[src/rtl/game_sequencer_if.sv]
// Handshake bundle between the Flappy Bird sequencer and its controls/datapath.
// The master side drives the buttons and collide flag; the slave is the sequencer.
`timescale 1ns/1ps

interface game_sequencer_if;
    logic       restart;
    logic       mode;
    logic       collide;
    logic [1:0] state;
    logic       move_tick;
    logic       load_level;
    logic       hard;
    logic [3:0] sec_ones;
    logic [3:0] sec_tens;
    logic       beep;
    logic [7:0] blue_mask;

    modport master (
        output restart, mode, collide,
        input  state, move_tick, load_level, hard, sec_ones, sec_tens, beep, blue_mask
    );

    modport slave (
        input  restart, mode, collide,
        output state, move_tick, load_level, hard, sec_ones, sec_tens, beep, blue_mask
    );
endinterface

[src/rtl/game_sequencer.sv]
// Game-flow controller: IDLE/PLAY/CRASH/WIN FSM, move/second enables, BCD play timer.
// Define BEEP_CHIRP_EN to make the crash buzzer chirp instead of sounding steadily.
`timescale 1ns/1ps

module game_sequencer #(
    parameter int MOVE_DIV = 12500000,
    parameter int SEC_DIV  = 50000000,
    parameter int WIN_SECS = 60,
    parameter int BEEP_DIV = 6250000
) (
    input logic              CLK,
    input logic              restart_n,
    game_sequencer_if.slave  bus
);

    typedef enum logic [1:0] {
        IDLE  = 2'd0,
        PLAY  = 2'd1,
        CRASH = 2'd2,
        WIN   = 2'd3
    } state_t;

    localparam int         MW       = $clog2(MOVE_DIV);
    localparam int         SW       = $clog2(SEC_DIV);
    localparam logic [3:0] WIN_TENS = 4'(WIN_SECS / 10);

    state_t        r_state;
    logic          r_moveTick;
    logic          r_loadLevel;
    logic          r_hard;
    logic [3:0]    r_secOnes;
    logic [3:0]    r_secTens;
    logic          r_beep;
    logic [7:0]    r_blueMask;
    logic          r_sync1;
    logic          r_sync2;
    logic          r_sync3;
    logic [MW-1:0] r_moveCnt;
    logic [SW-1:0] r_secCnt;

    logic          w_start;
    logic          w_moveTerm;
    logic          w_secTerm;
    logic [3:0]    w_onesNext;
    logic [3:0]    w_tensNext;

`ifdef BEEP_CHIRP_EN
    localparam int BW = $clog2(BEEP_DIV + 1);
    logic [BW-1:0] r_beepCnt;
`endif

    // The restart button is asynchronous; a held press must yield a single event.
    always_ff @(posedge CLK or negedge restart_n) begin
        if (!restart_n) begin
            r_sync1 <= 1'b0;
            r_sync2 <= 1'b0;
            r_sync3 <= 1'b0;
        end else begin
            r_sync1 <= bus.restart;
            r_sync2 <= r_sync1;
            r_sync3 <= r_sync2;
        end
    end

    assign w_start    = r_sync2 & ~r_sync3;
    assign w_moveTerm = (r_moveCnt == MW'(MOVE_DIV - 1));
    assign w_secTerm  = (r_secCnt == SW'(SEC_DIV - 1));

    always_comb begin
        w_onesNext = r_secOnes + 4'd1;
        w_tensNext = r_secTens;
        if (r_secOnes == 4'd9) begin
            w_onesNext = 4'd0;
            w_tensNext = r_secTens + 4'd1;
        end
    end

    always_ff @(posedge CLK or negedge restart_n) begin
        if (!restart_n) begin
            r_state     <= IDLE;
            r_moveTick  <= 1'b0;
            r_loadLevel <= 1'b0;
            r_hard      <= 1'b0;
            r_secOnes   <= 4'd0;
            r_secTens   <= 4'd0;
            r_beep      <= 1'b0;
            r_blueMask  <= 8'hFF;
            r_moveCnt   <= '0;
            r_secCnt    <= '0;
`ifdef BEEP_CHIRP_EN
            r_beepCnt   <= '0;
`endif
        end else begin
            r_moveTick  <= 1'b0;
            r_loadLevel <= 1'b0;
            if (w_start) begin
                r_state     <= PLAY;
                r_loadLevel <= 1'b1;
                r_hard      <= bus.mode;
                r_secOnes   <= 4'd0;
                r_secTens   <= 4'd0;
                r_moveCnt   <= '0;
                r_secCnt    <= '0;
                r_beep      <= 1'b0;
                r_blueMask  <= 8'hFF;
            end else begin
                case (r_state)
                    PLAY: begin
                        // A crash freezes everything, including any tick due this cycle.
                        if (bus.collide) begin
                            r_state    <= CRASH;
                            r_beep     <= 1'b1;
                            r_blueMask <= 8'hAA;
`ifdef BEEP_CHIRP_EN
                            r_beepCnt  <= '0;
`endif
                        end else begin
                            r_moveTick <= w_moveTerm;
                            r_moveCnt  <= w_moveTerm ? '0 : r_moveCnt + MW'(1);
                            r_secCnt   <= w_secTerm ? '0 : r_secCnt + SW'(1);
                            if (w_secTerm) begin
                                r_secOnes <= w_onesNext;
                                r_secTens <= w_tensNext;
                                if (w_tensNext == WIN_TENS && w_onesNext == 4'd0) begin
                                    r_state    <= WIN;
                                    r_blueMask <= 8'h00;
                                end
                            end
                        end
                    end
                    CRASH: begin
`ifdef BEEP_CHIRP_EN
                        if (r_beepCnt == BW'(BEEP_DIV - 1)) begin
                            r_beepCnt <= '0;
                            r_beep    <= ~r_beep;
                        end else begin
                            r_beepCnt <= r_beepCnt + BW'(1);
                        end
`else
                        r_beep <= 1'b1;
`endif
                    end
                    default: begin
                        r_beep <= 1'b0;
                    end
                endcase
            end
        end
    end

    assign bus.state      = r_state;
    assign bus.move_tick  = r_moveTick;
    assign bus.load_level = r_loadLevel;
    assign bus.hard       = r_hard;
    assign bus.sec_ones   = r_secOnes;
    assign bus.sec_tens   = r_secTens;
    assign bus.beep       = r_beep;
    assign bus.blue_mask  = r_blueMask;

endmodule

[src/flat_wrapper.sv]
// flat-port wrapper written by rule: the top's interface ports become plain ports
module game_sequencer_flat 
#(
    parameter int MOVE_DIV = 12500000,
    parameter int SEC_DIV  = 50000000,
    parameter int WIN_SECS = 60,
    parameter int BEEP_DIV = 6250000
)
  (CLK, restart_n, bus_restart, bus_mode, bus_collide, bus_state, bus_move_tick, bus_load_level, bus_hard, bus_sec_ones, bus_sec_tens, bus_beep, bus_blue_mask);
  game_sequencer_if bus_i ();
  input logic CLK;
  input logic restart_n;
  input wire logic [$bits(bus_i.restart)-1:0] bus_restart;
  input wire logic [$bits(bus_i.mode)-1:0] bus_mode;
  input wire logic [$bits(bus_i.collide)-1:0] bus_collide;
  output wire logic [$bits(bus_i.state)-1:0] bus_state;
  output wire logic [$bits(bus_i.move_tick)-1:0] bus_move_tick;
  output wire logic [$bits(bus_i.load_level)-1:0] bus_load_level;
  output wire logic [$bits(bus_i.hard)-1:0] bus_hard;
  output wire logic [$bits(bus_i.sec_ones)-1:0] bus_sec_ones;
  output wire logic [$bits(bus_i.sec_tens)-1:0] bus_sec_tens;
  output wire logic [$bits(bus_i.beep)-1:0] bus_beep;
  output wire logic [$bits(bus_i.blue_mask)-1:0] bus_blue_mask;
  assign bus_i.restart = bus_restart;
  assign bus_i.mode = bus_mode;
  assign bus_i.collide = bus_collide;
  assign bus_state = bus_i.state;
  assign bus_move_tick = bus_i.move_tick;
  assign bus_load_level = bus_i.load_level;
  assign bus_hard = bus_i.hard;
  assign bus_sec_ones = bus_i.sec_ones;
  assign bus_sec_tens = bus_i.sec_tens;
  assign bus_beep = bus_i.beep;
  assign bus_blue_mask = bus_i.blue_mask;
  game_sequencer #(.MOVE_DIV(MOVE_DIV), .SEC_DIV(SEC_DIV), .WIN_SECS(WIN_SECS), .BEEP_DIV(BEEP_DIV)) u_core (.CLK(CLK), .restart_n(restart_n), .bus(bus_i));
endmodule
[config.mk]
export PLATFORM = sky130hd
export DESIGN_NAME = game_sequencer_flat
export DESIGN_NICKNAME = d
export VERILOG_FILES = /design/src/rtl/game_sequencer_if.sv /design/src/rtl/game_sequencer.sv /design/src/flat_wrapper.sv
export SDC_FILE = /design/constraint.sdc
export NUM_CORES = 1
export LEC_CHECK = 0
export CAP_MARGIN = 10
export CORE_MARGIN = 5
export CORE_UTILIZATION = 23
export CTS_BUF_LIST = sky130_fd_sc_hd__clkbuf_4 sky130_fd_sc_hd__clkbuf_8
export CTS_CLUSTER_DIAMETER = 80
export CTS_CLUSTER_SIZE = 24
export DETAILED_ROUTE_END_ITERATION = 12
export GPL_ROUTABILITY_DRIVEN = 0
export PLACE_DENSITY = 0.49
export SLEW_MARGIN = 30
export SYNTH_ARGS = -nofsm -noshare
export SYNTH_HDL_FRONTEND = slang
export SYNTH_SLANG_ARGS = --single-unit
[constraint.sdc]
create_clock -name CLK -period 5.8 [get_ports CLK]
set_clock_uncertainty 0.15 [all_clocks]
set_input_delay 0.58 -clock CLK [delete_from_list [all_inputs] [get_ports CLK]]
set_output_delay 0.58 -clock CLK [all_outputs]
set_load 0.02 [all_outputs]
After elaboration in Yosys (flattened, before gate mapping)

Index checks and enable logic that the tools add are counted.

Memory bits (read-only): 0
Register bits after elaboration: 75
Bits in latches: 0
Bits in writable memories: 0
Word-level logic and storage cells: 71
Memories: 0

Reductions and logical operators: 9
Shift operators: 0
Divide/modulo/power cells: 0
$mul: 0
Bitwise operators: 2
Eq/ne operators: 8
Magnitude comparators: 0
$add $sub $neg: 4
Mux-type cells: 35

Operator list:

| cell                                                             | number |
|---|---|
| 26-bit two-way mux                                               | 4 |
| 24-bit two-way mux                                               | 4 |
| 4-bit two-way mux                                                | 10 |
| 8-bit two-way mux                                                | 5 |
| 26-bit by 1-bit adder with 26-bit output (second input constant) | 1 |
| 26-bit == test (second input constant)                           | 1 |
| 24-bit by 1-bit adder with 24-bit output (second input constant) | 1 |
| 24-bit == test (second input constant)                           | 1 |
| 2-bit two-way mux                                                | 5 |
| 4-bit by 1-bit adder with 4-bit output (second input constant)   | 2 |
| 1-bit two-way mux                                                | 6 |
| 3-bit AND reduction                                              | 2 |
| 3-bit nonzero test                                               | 2 |
| 4-bit by 3-bit == test with 1-bit output (second input constant) | 1 |
| 4-bit == test (second input constant)                            | 1 |
| 4-bit logical NOT                                                | 1 |
| 2-bit nonzero test                                               | 2 |
| 3-bit by 2-bit != test with 1-bit output (second input constant) | 1 |
| 2-bit by 1-bit == test with 1-bit output (second input constant) | 1 |
| 2-bit == test (second input constant)                            | 1 |
| 2-bit by 1-bit != test with 1-bit output (second input constant) | 1 |
| 1-bit case mux with 2 select lines                               | 1 |
| 2-bit AND reduction                                              | 1 |
| 1-bit AND                                                        | 1 |
| other kinds (2)                                                  | 2 |

Longest topological paths before layout

Gate-level depths: netlist of the first run.

Word-level depth: 9
Gate-level depth with buffers: 9
Mapped depth without buffers: 7

Worst setup path after synthesis of the first run

OpenSTA, ideal clock, no wires.

Kind: reg-to-reg
Start: reg u_core.r_state[1], in the netlist u_core.bus.state[1]
End: reg u_core.r_moveCnt[10]
Library setup time: 78 ps
Stages on the path, launching flop included: 9
Arrival: 2053 ps
Period minus slack after synthesis: 2281 ps
Path slack: 3519 ps
Required time: 5572 ps
Path through: dfrtp_1 -> inv_1 -> ha_1 -> nor2b_1 -> clkbuf_1 -> o21ai_0 -> or3_2 -> or3_1 -> o2bb2ai_1

Longest elaborated chain between the ends: 3

RTL lines:

| item                                     | RTL line              | text |
|---|---|---|
| from (decl)                              | game_sequencer.sv:27  | `state_t r_state;` |
| from (signal assigned)                   | game_sequencer.sv:80  | `r_state <= IDLE;` |
| from (signal assigned)                   | game_sequencer.sv:97  | `r_state <= PLAY;` |
| from (signal assigned)                   | game_sequencer.sv:111 | `r_state <= CRASH;` |
| 2-bit by 1-bit == test with 1-bit output | game_sequencer.sv:107 | `case (r_state)` |
| 2-bit nonzero test (no source line)      | -                     |  |
| 2-bit AND reduction (no source line)     | -                     |  |
| to (signal assigned)                     | game_sequencer.sv:119 | `r_moveCnt <= w_moveTerm ? '0 : r_moveCnt + MW'(1);` |
| to (decl)                                | game_sequencer.sv:38  | `logic [MW-1:0] r_moveCnt;` |

No other way between the ends.
A chain may end at the register's enable or synchronous reset.

Worst setup path after layout of the first run

Start: reg u_core.r_state[1], in the netlist u_core.bus.state[1]
End: reg u_core.r_secOnes[3], in the netlist u_core.bus.sec_ones[3]

Longest elaborated chain between the ends: 3

RTL lines:

| item                                     | RTL line              | text |
|---|---|---|
| 2-bit by 1-bit == test with 1-bit output | game_sequencer.sv:107 |  |
| 2-bit nonzero test (no source line)      | -                     |  |
| 3-bit AND reduction (no source line)     | -                     |  |
| to (signal assigned)                     | game_sequencer.sv:122 | `r_secOnes <= w_onesNext;` |
| to (decl)                                | game_sequencer.sv:31  | `logic [3:0] r_secOnes;` |

No other way between the ends.

==> results.toml, run 1 <==
[route]
drt_iter0_drc = 253
post-route-drc-count = 0
viasPerCell = 4.72
detail-route-antenna-nets = 0
num_vias = 3059
drt_wl_total_um = 9030
wl_per_cell_um = 13.9
firstDrtPassIters = 4

[clocking]
postCtsHoldBufs = 0
cts_setup_buffers = 0
clockRootBuffer = "clkbuf_8"
cts_max_level = 3
cts_tree = "done"
clock_path_buffers = 2
cts_buffers = 9
cts.clk_slew.worst_paths_ps = 70
insertion_delay_ps = 350
cts_resized = 0
cts.sinks = 69

[worst_setup_path]
startpoint_type = "flop"
worstPathCellList = "inv_1 > ha_1 > nor2b_1 > nand4_1 > nand2_1 > o21ai_0"
slowest_stage = "nand2_1"
critical_path.top_delay_family = "simple AND/OR/NAND/NOR gates"
r2r_slack_ps = 2840
cp_data_arrival_time_ps = 3020
cp.buffers_inverters = 1
cp.required_ps = 5860
cp_max_fo = 24
critPathCaptureType = "flop"
path_class = "reg -> reg"
cpPeakStageDelay_ps = 740

[placed_design]
portBuffers = 26
preCtsSetupSlack_ps = 2460
dpl.hpwl_um = 6140

[cells_and_area]
final_common_cell = "dfrtp_1"
final_cell_mix = "dfrtp_1 (67), nor2_1 (44), nand2_1 (36)"
nFillCells = 1710
drive_gt1_share_pct = 7.18
diodes = 0
area_growth_pct = 17.0
num-nets-final = 436

[die]
chipHeight_um = 138
io-pin-count = 27
rows = 46
core_area_um2 = 15900
die_w_um = 138
die_area_um2 = 18900
start_util_pct = 23.5

[logic_synthesis]
yosysWarnings = 0
synth_edf_count = 0
ys_types = 59
ys_seq_area_share_pct = 46.1
ys_ff_latch = 69
ys_async_sr_fraction_pct = 100
synth_cells = 406
synth_flop_cell = "dfrtp_1"
netlist_area_um2 = 3750
synth_nets = 415
syn_avg_cell_area_um2 = 9.23

[timing]
setup_ws_ps = 2840
hold_viol = 0
slew_headroom_pct = 38.2
period_share_pct = 51.1
worstMarginPinSlew_ps = 904
rsz0062_at_grt = "false"
max_freq_mhz = 338
slew_violations = 0
setup_tns_ps = 0
finalSetupViolCount = 0
period_minus_slack_ps = 2960

[pwr]
p_leak_nw = 1.74
comb_power_share_pct = 7.5
power_frac_seq_pct = 53.3
max-vdd-ir-drop_v = 0.0000987
p_switching_w = 0.000240
power_density_nw_per_um2 = 214
swShare_pct = 25.6
p_clk_share_pct = 39.2
intPower_w = 0.000698

[grt]
grt_overflow = 0
grtUsageTotal_pct = 10.0
grt_pass1_wl_um = 15000
antenna_found_initial = 0
grt_max_degree = 70
grt_pass1_vias = 2900

[flow_run]
maxCapViolCount = 0

[status]
outcome = "finished, final reports clean"

[min_path]
hp-class = "in -> async"
-- flip-flops by register name, summed over array words and instances (netlist names) --
register,count
u_core.bus.blue_mask,2
u_core.r_sync3,1
u_core.bus.beep,1
u_core.r_sync1,1
u_core.r_moveCnt,24
u_core.bus.load_level,1
u_core.r_secCnt,26
u_core.bus.state,2
u_core.bus.sec_ones,4
u_core.bus.move_tick,1
u_core.bus.sec_tens,4
u_core.bus.hard,1
u_core.r_sync2,1
-- worst reg2reg max path: cells and delay by family (launching register included) --
family,cells,cell delay (ps)
compound gates,1,170
fa+ha+maj,1,200
buf+inv,1,60
simple gates,3,1830
flops,1,400
-- final cells by class --
class	instances	area (µm²)	area share, %
clock inverter	4	22.5	0.514
tap	216	270	6.16
sequential	69	1730	39.4
clock buffer	12	159	3.62
timing repair buffer	29	282	6.42
multi-input combinational	303	1870	42.6
inverter	15	56.3	1.28
-- power groups by stage --
stage	logic (W)	registers (W)	clock network, W
finish	0.0000707	0.000500	0.000368
global route	0.0000795	0.000501	0.000402
CTS	0.0000725	0.000500	0.000385
detailed placement	0.0000723	0.000509	0
global placement	0.0000721	0.000509	0
floorplan	0.0000341	0.000513	0
-- final timing paths --
kind	startpoint	to	cells after the start
max in group asynchronous	restart_n	u_core.r_moveCnt[23]	2
min reg2reg	u_core.r_sync1	u_core.r_sync2	0
max	u_core.bus.state[1]	u_core.bus.sec_ones[3]	6
min	restart_n	u_core.r_secCnt[20]	2
min in group CLK	u_core.r_sync1	u_core.r_sync2	0
max reg2reg	u_core.bus.state[1]	u_core.bus.sec_ones[3]	6
-- metal layers --
layer	global-route usage, %	share of wire [%]	vias to the layer above
met5	0	0	-
met4	4.05	2.1	0
met3	2.59	5.2	16
met2	14.8	44	62
met1	13.9	49	1468
li1	-	-	1513
-- cell families (layout without fill, tap and decap cells) --
logic type / Yosys count / after routing / synth area share, %
AOI/OAI and AO/OA: 75 / 75 / 13.0
xor gates and xnor gates: 32 / 32 / 7.48
adders and majority gates: 4 / 4 / 1.34
buffers and inverters: 34 / 60 / 4.07
DFF: 69 / 69 / 46.1
muxes: 1 / 1 / 0.300
and+or+nand+nor: 191 / 191 / 27.7
-- metrics by stage --
| step | power [W] | hold WS [ps] | util [%] | cells | area [µm²] |
|---|---|---|---|---|---|
| after floorplan | 0.000547 | 134 | - | 406 | 3750 |
| after detailed placement | 0.000581 | 191 | 26.3 | 632 | 4200 |
| after global placement | 0.000581 | 191 | 26.3 | 632 | 4200 |
| after CTS | 0.000957 | 208 | 27.5 | 648 | 4380 |
| final | 0.000938 | 174 | 27.5 | 648 | 4380 |
| after global routing | 0.000983 | 215 | 27.5 | 648 | 4380 |
-- cell usage after synthesis (3+ instances only) --
cell      instances  area share, %
a211oi_1          4           0.80
a21oi_1          20            2.7
a22o_1            4           0.93
a31oi_1           8            1.3
and2_1            5           0.83
and3_1            6            1.0
and4_1           10            2.3
buf_4             6            1.2
clkbuf_1         10            1.0
dfrtp_1          67             45
ha_1              4            1.3
inv_1            15            1.5
nand2_1          36            3.6
nand2b_1          4           0.67
nand3_1          28            3.7
nand4_1          11            1.8
nor2_1           44            4.4
nor2b_1           3           0.50
nor3_1            6           0.80
nor4_1            5           0.83
nor4bb_1          3           0.80
o211ai_1          3           0.60
o21ai_0          15            2.0
o31ai_1           5            1.0
or3_1            10            1.7
or4_1             3           0.60
xnor2_1          12            2.8
xor2_1           20            4.7
(Power assumes the default switching activity.)
==> run 2: changes to the inputs <==
Settings changed: PLACE_DENSITY 0.49 to 0.5.
Clock period 5.8 ns to 2.7 ns, I/O delays scaled along.
==> run 2 against run 1 <==
Compared with the run above: design area up 2.6%; register-to-register slack worse by 2500 ps; flip-flop and latch count unchanged; worst hold slack better by 27 ps; count of clock-buffer cells in the layout up 2; core utilization up 0.71 points; highest routed layer unchanged; combinational power up 130%; non-clock buffer count up 14; critical endpoint is now u_core.bus.state[1]; routed wire length up 2.5%; critical path depth up 1; clock power up 110%; global-route usage up 0.72 points.
==> results.toml, run 2 (synthesized netlist as in run 1, its figures left out) <==
[worst_setup_path]
crit_cells = 7
slowest_stage = "dfrtp_1"
critPathCaptureType = "flop"
cp_data_arrival_time_ps = 2520
worstPathCellList = "ha_1 > or3_1 > a21boi_0 > o21ai_0 > a2111oi_0 > buf_4 > o31a_1"
startpoint_type = "flop"
cpPeakStageDelay_ps = 470
r2r_slack_ps = 310
crit_path_start = "u_core.bus.sec_tens[0]"
cp.required_ps = 2840
path_class = "reg -> reg"
r2r_start = "u_core.bus.sec_tens[0]"
cp.buffers_inverters = 1
cp_max_fo = 7
critical_path.top_delay_family = "compound AO/OA/AOI/OAI gates"
r2r_cells = 7
timing.rr.end = "u_core.bus.state[1]"

[min_path]
holdPathEnd = "u_core.r_sync2"
min_path_cells = 0
hp-class = "reg -> reg"
min-delay-start = "u_core.r_sync1"

[timing]
hold_viol = 0
max_freq_mhz = 419
finalSetupViolCount = 0
worstMarginPinSlew_ps = 729
rsz0062_at_grt = "false"
slew_violations = 0
slew_headroom_pct = 50.1
period_minus_slack_ps = 2390
setup_tns_ps = 0
period_share_pct = 88.3

[die]
start_util_pct = 23.5
die_w_um = 138
chipHeight_um = 138
core_area_um2 = 15900
rows = 46
die_area_um2 = 18900
io-pin-count = 27

[route]
viasPerCell = 4.74
detail-route-antenna-nets = 0
drt_wl_total_um = 9250
firstDrtPassIters = 4
wl_per_cell_um = 14.0
num_vias = 3135
drt_iter0_drc = 281
post-route-drc-count = 0

[cells_and_area]
final_cell_count_no_fill = 662
final_common_cell = "dfrtp_1"
regMostFlops = "u_core.r_secCnt"
final_cell_mix = "dfrtp_1 (67), nor2_1 (44), nand2_1 (36)"
largest_register_ffs = 26
diodes = 0
drive_gt1_share_pct = 9.87
num-nets-final = 450
reg.largest.list = "u_core.r_secCnt x26, u_core.r_moveCnt x24"
area_growth_pct = 20.0

[clocking]
postCtsHoldBufs = 1
cts_tree = "done"
cts.clk_slew.worst_paths_ps = 80
insertion_delay_ps = 360
cts_buffers = 9
cts_resized = 0
cts_max_level = 3
clockRootBuffer = "clkbuf_8"
cts.sinks = 69
clock_path_buffers = 2
cts_setup_buffers = 0

[grt]
grt_pass1_vias = 3137
grt_max_degree = 39
grt_overflow = 0
antenna_found_initial = 0
grtUsageTotal_pct = 10.7
grt_pass1_wl_um = 16100

[placed_design]
portBuffers = 26
dp_cells = 645
dpl.hpwl_um = 6490

[pwr]
p_leak_nw = 1.82
max-vdd-ir-drop_v = 0.000192
power_frac_seq_pct = 53.3
comb_power_share_pct = 8.2
power_density_nw_per_um2 = 448
intPower_w = 0.00152
swShare_pct = 24.7
p_clk_share_pct = 38.6
p_switching_w = 0.000497

[flow_run]
maxCapViolCount = 0

[status]
outcome = "finished, final reports clean"
## run 2: cell types whose count changed in the layout (fill, tap and decap cells not counted), sizes merged
cell,delta
buf,+13
dlygate4sd3,+1
clkbuf,+2
clkinvlp,-1
clkinv,-1
## run 2: layer usage
layer  global-route usage [%]  vias up  share of wire (%)
met2                     15.7       66                 43
met4                     4.16        0                1.7
met1                     15.2     1513                 50
met5                        0        -                  0
li1                         -     1542                  -
met3                     2.48       14                4.9
## run 2: how the worst max path moves through the flow
stage                                 endpoint  slack [ps]
after global placement    u_core.r_moveCnt[18]         350
after floorplan           u_core.r_moveCnt[10]         420
final                      u_core.bus.state[1]         310
after CTS                  u_core.bus.state[1]         300
after global routing      u_core.r_moveCnt[23]         110
after detailed placement   u_core.r_secCnt[11]         300
## run 2: layout make-up
class	instances	area [µm²]
Multi-Input combinational cell	303	1870
Tap cell	216	270
Fill cell	1696	11400
Inverter	15	56.3
Clock inverter	2	10.0
Sequential cell	69	1730
Timing Repair Buffer	43	398
Clock buffer	14	168
## run 2: per-stage QoR
stage / power [W] / setup WS, ps / hold WS [ps] / area, µm² / utilization (%)
after detailed placement: 0.00126 / 299 / 167 / 4310 / 27.0
after floorplan: 0.00118 / 419 / -176 / 3750 / -
after CTS: 0.00205 / 296 / 202 / 4500 / 28.2
final: 0.00201 / 315 / 201 / 4500 / 28.2
after global routing: 0.00210 / 113 / 222 / 4500 / 28.2
after global placement: 0.00126 / 346 / 160 / 4310 / 27.0
## run 2: power groups by stage
stage               clock network [W]  logic (W)  registers (W)
floorplan                           0  0.0000734        0.00110
finish                       0.000777   0.000164        0.00107
global placement                    0   0.000165        0.00109
detailed placement                  0   0.000168        0.00109
global route                 0.000840   0.000185        0.00108
CTS                          0.000811   0.000169        0.00107
==> run 3: changes to the inputs <==
Settings changed: CTS_CLUSTER_DIAMETER 80 to 200, PLACE_DENSITY 0.5 to 0.49.
Clock period 2.7 ns to 2.4 ns, I/O delays scaled along.
==> run 3 against run 2 <==
Compared with the run above: critical path depth decreased by 2; non-clock buffer count increased by 15; worst hold slack got worse by 0.93 ps; die area unchanged; critical path type unchanged; critical endpoint is now u_core.r_moveCnt[10]; maximum frequency increased by 4.3%; count of clock-buffer cells in the layout decreased by 1; total power increased by 12%.
==> results.toml, run 3 (synthesized netlist as in run 1, its figures left out) <==
[status]
outcome = "finished, final reports clean"

[pwr]
power_density_nw_per_um2 = 489
p_switching_w = 0.000569
comb_power_share_pct = 8.4
power_frac_seq_pct = 53.4
p_clk_share_pct = 38.2
p_total_w = 0.00226
swShare_pct = 25.2
intPower_w = 0.00169
p_leak_nw = 1.89
max-vdd-ir-drop_v = 0.000211

[route]
detail-route-antenna-nets = 0
drt_wl_total_um = 9540
num_vias = 3201
drt_iter0_drc = 224
firstDrtPassIters = 4
viasPerCell = 4.74
wl_per_cell_um = 14.1
post-route-drc-count = 0

[worst_setup_path]
startpoint_type = "flop"
r2r_cells = 5
critPathCaptureType = "flop"
crit_path_start = "u_core.r_moveCnt[5]"
cp_data_arrival_time_ps = 2370
cp.required_ps = 2480
cpPeakStageDelay_ps = 710
r2r_start = "u_core.r_moveCnt[5]"
slowest_stage = "or4b_2"
path_class = "reg -> reg"
r2r_slack_ps = 110
timing.rr.end = "u_core.r_moveCnt[10]"
cp_max_fo = 5
endpoint = "u_core.r_moveCnt[10]"
worstPathCellList = "or4b_2 > nor3_4 > a21oi_1 > a22o_1 > o2bb2ai_1"

[flow_run]
maxCapViolCount = 0

[die]
die_area_um2 = 18900
core_area_um2 = 15900
chipHeight_um = 138
die_w_um = 138
start_util_pct = 23.5
io-pin-count = 27
rows = 46

[placed_design]
dpl.hpwl_um = 6720
dp_cells = 660
portBuffers = 26

[grt]
grt_overflow = 0
grt_pass1_vias = 3146
antenna_found_initial = 0
grt_max_degree = 70
grt_pass1_wl_um = 16200
grtUsageTotal_pct = 10.8

[cells_and_area]
final_cell_mix = "dfrtp_1 (67), nor2_1 (44), nand2_1 (36)"
multi_input_area_um2 = 1890
postLayoutCoreUtil_pct = 29.0
num-nets-final = 465
regMostFlops = "u_core.r_secCnt"
diodes = 0
drive_gt1_share_pct = 13.3
final_common_cell = "dfrtp_1"
nFillCells = 1684
area_growth_pct = 23.5
final_cell_count_no_fill = 676
seqCellArea_um2 = 1730
largest_register_ffs = 26
reg.largest.list = "u_core.r_secCnt x26, u_core.r_moveCnt x24"

[clocking]
cts_buffers = 9
clock_path_buffers = 2
cts_max_level = 3
cts.clk_slew.worst_paths_ps = 70
cts.sinks = 69
cts_tree = "done"
insertion_delay_ps = 360
clockRootBuffer = "clkbuf_8"

[timing]
setup_tns_ps = 0
period_share_pct = 95.2
whs_ps = 200
worstMarginPinSlew_ps = 563
max_freq_mhz = 438
period_minus_slack_ps = 2290
rsz0062_at_grt = "false"
hold_viol = 0
slew_headroom_pct = 62.4
finalSetupViolCount = 0
slew_violations = 0

[min_path]
hp-class = "in -> reg"
==> run 3: cell types whose count changed in the layout (fill, tap and decap cells not counted), sizes merged <==
cell / before / now
buf: 17 / 32
clkbuf: 14 / 13
==> run 3: worst max-delay path, delay by kind of cell, from the launching register on <==
kind               cells  cell delay (ps)
AOI/OAI and AO/OA      3              640
DFF                    1              430
and+or+nand+nor        2              950
==> run 3: how the worst min path moves through the flow <==
stage | slack [ps] | start | end | cells after the start
2_1_floorplan | -210 | restart_n | u_core.bus.beep | 0
3_3_place_gp | 150 | restart_n | u_core.r_secCnt[21] | 2
3_5_place_dp | 150 | restart_n | u_core.r_secCnt[21] | 2
4_1_cts | 180 | bus_restart | u_core.r_sync1 | 1
5_1_grt | 190 | bus_restart | u_core.r_sync1 | 1
6_report | 200 | bus_restart | u_core.r_sync1 | 1
==> run 3: metal layers <==
layer / wire length (µm) / up-vias / share of wire (%) / track usage, %
li1: - / 1569 / - / -
met1: 4840 / 1567 / 51 / 15.1
met2: 4190 / 57 / 44 / 16.1
met3: 396 / 8 / 4.2 / 2.41
met4: 113 / 0 / 1.2 / 4.27
met5: 0 / - / 0 / 0
==> run 3: through the flow <==
| stage | worst slack [ps] | instance area [µm²] |
|---|---|---|
| after floorplan | 119 | 3750 |
| after global placement | 31.5 | 4420 |
| after detailed placement | -9.81 | 4420 |
| after CTS | 37.5 | 4610 |
| after global routing | 6.34 | 4630 |
| final | 114 | 4630 |
==> run 3: power by group through the flow <==
stage / registers [W] / clock network, W / logic (W)
after floorplan: 0.00124 / 0 / 0.0000825
after global placement: 0.00123 / 0 / 0.000191
after detailed placement: 0.00123 / 0 / 0.000191
after CTS: 0.00121 / 0.000908 / 0.000194
after global routing: 0.00121 / 0.000951 / 0.000212
final: 0.00121 / 0.000865 / 0.000190
==> run 3: layout make-up <==
cell class                 count  share of cell area [%]
multi-input combinational    303                    40.9
sequential                    69                    37.4
timing repair buffer          58                    11.0
tap                          216                    5.84
clock buffer                  13                    3.46
inverter                      15                    1.22
clock inverter                 2                   0.216
==> run 3: repair_timing <==
item | CTS | global route
cloned | 0 | 0
pin swaps | 0 | 0
buffers inserted | 0 | 0
hold endpoints to repair | 67 | 0
gates resized for setup | 2 | 3
setup endpoints to repair | 3 | 14
hold buffers | 1 | 0
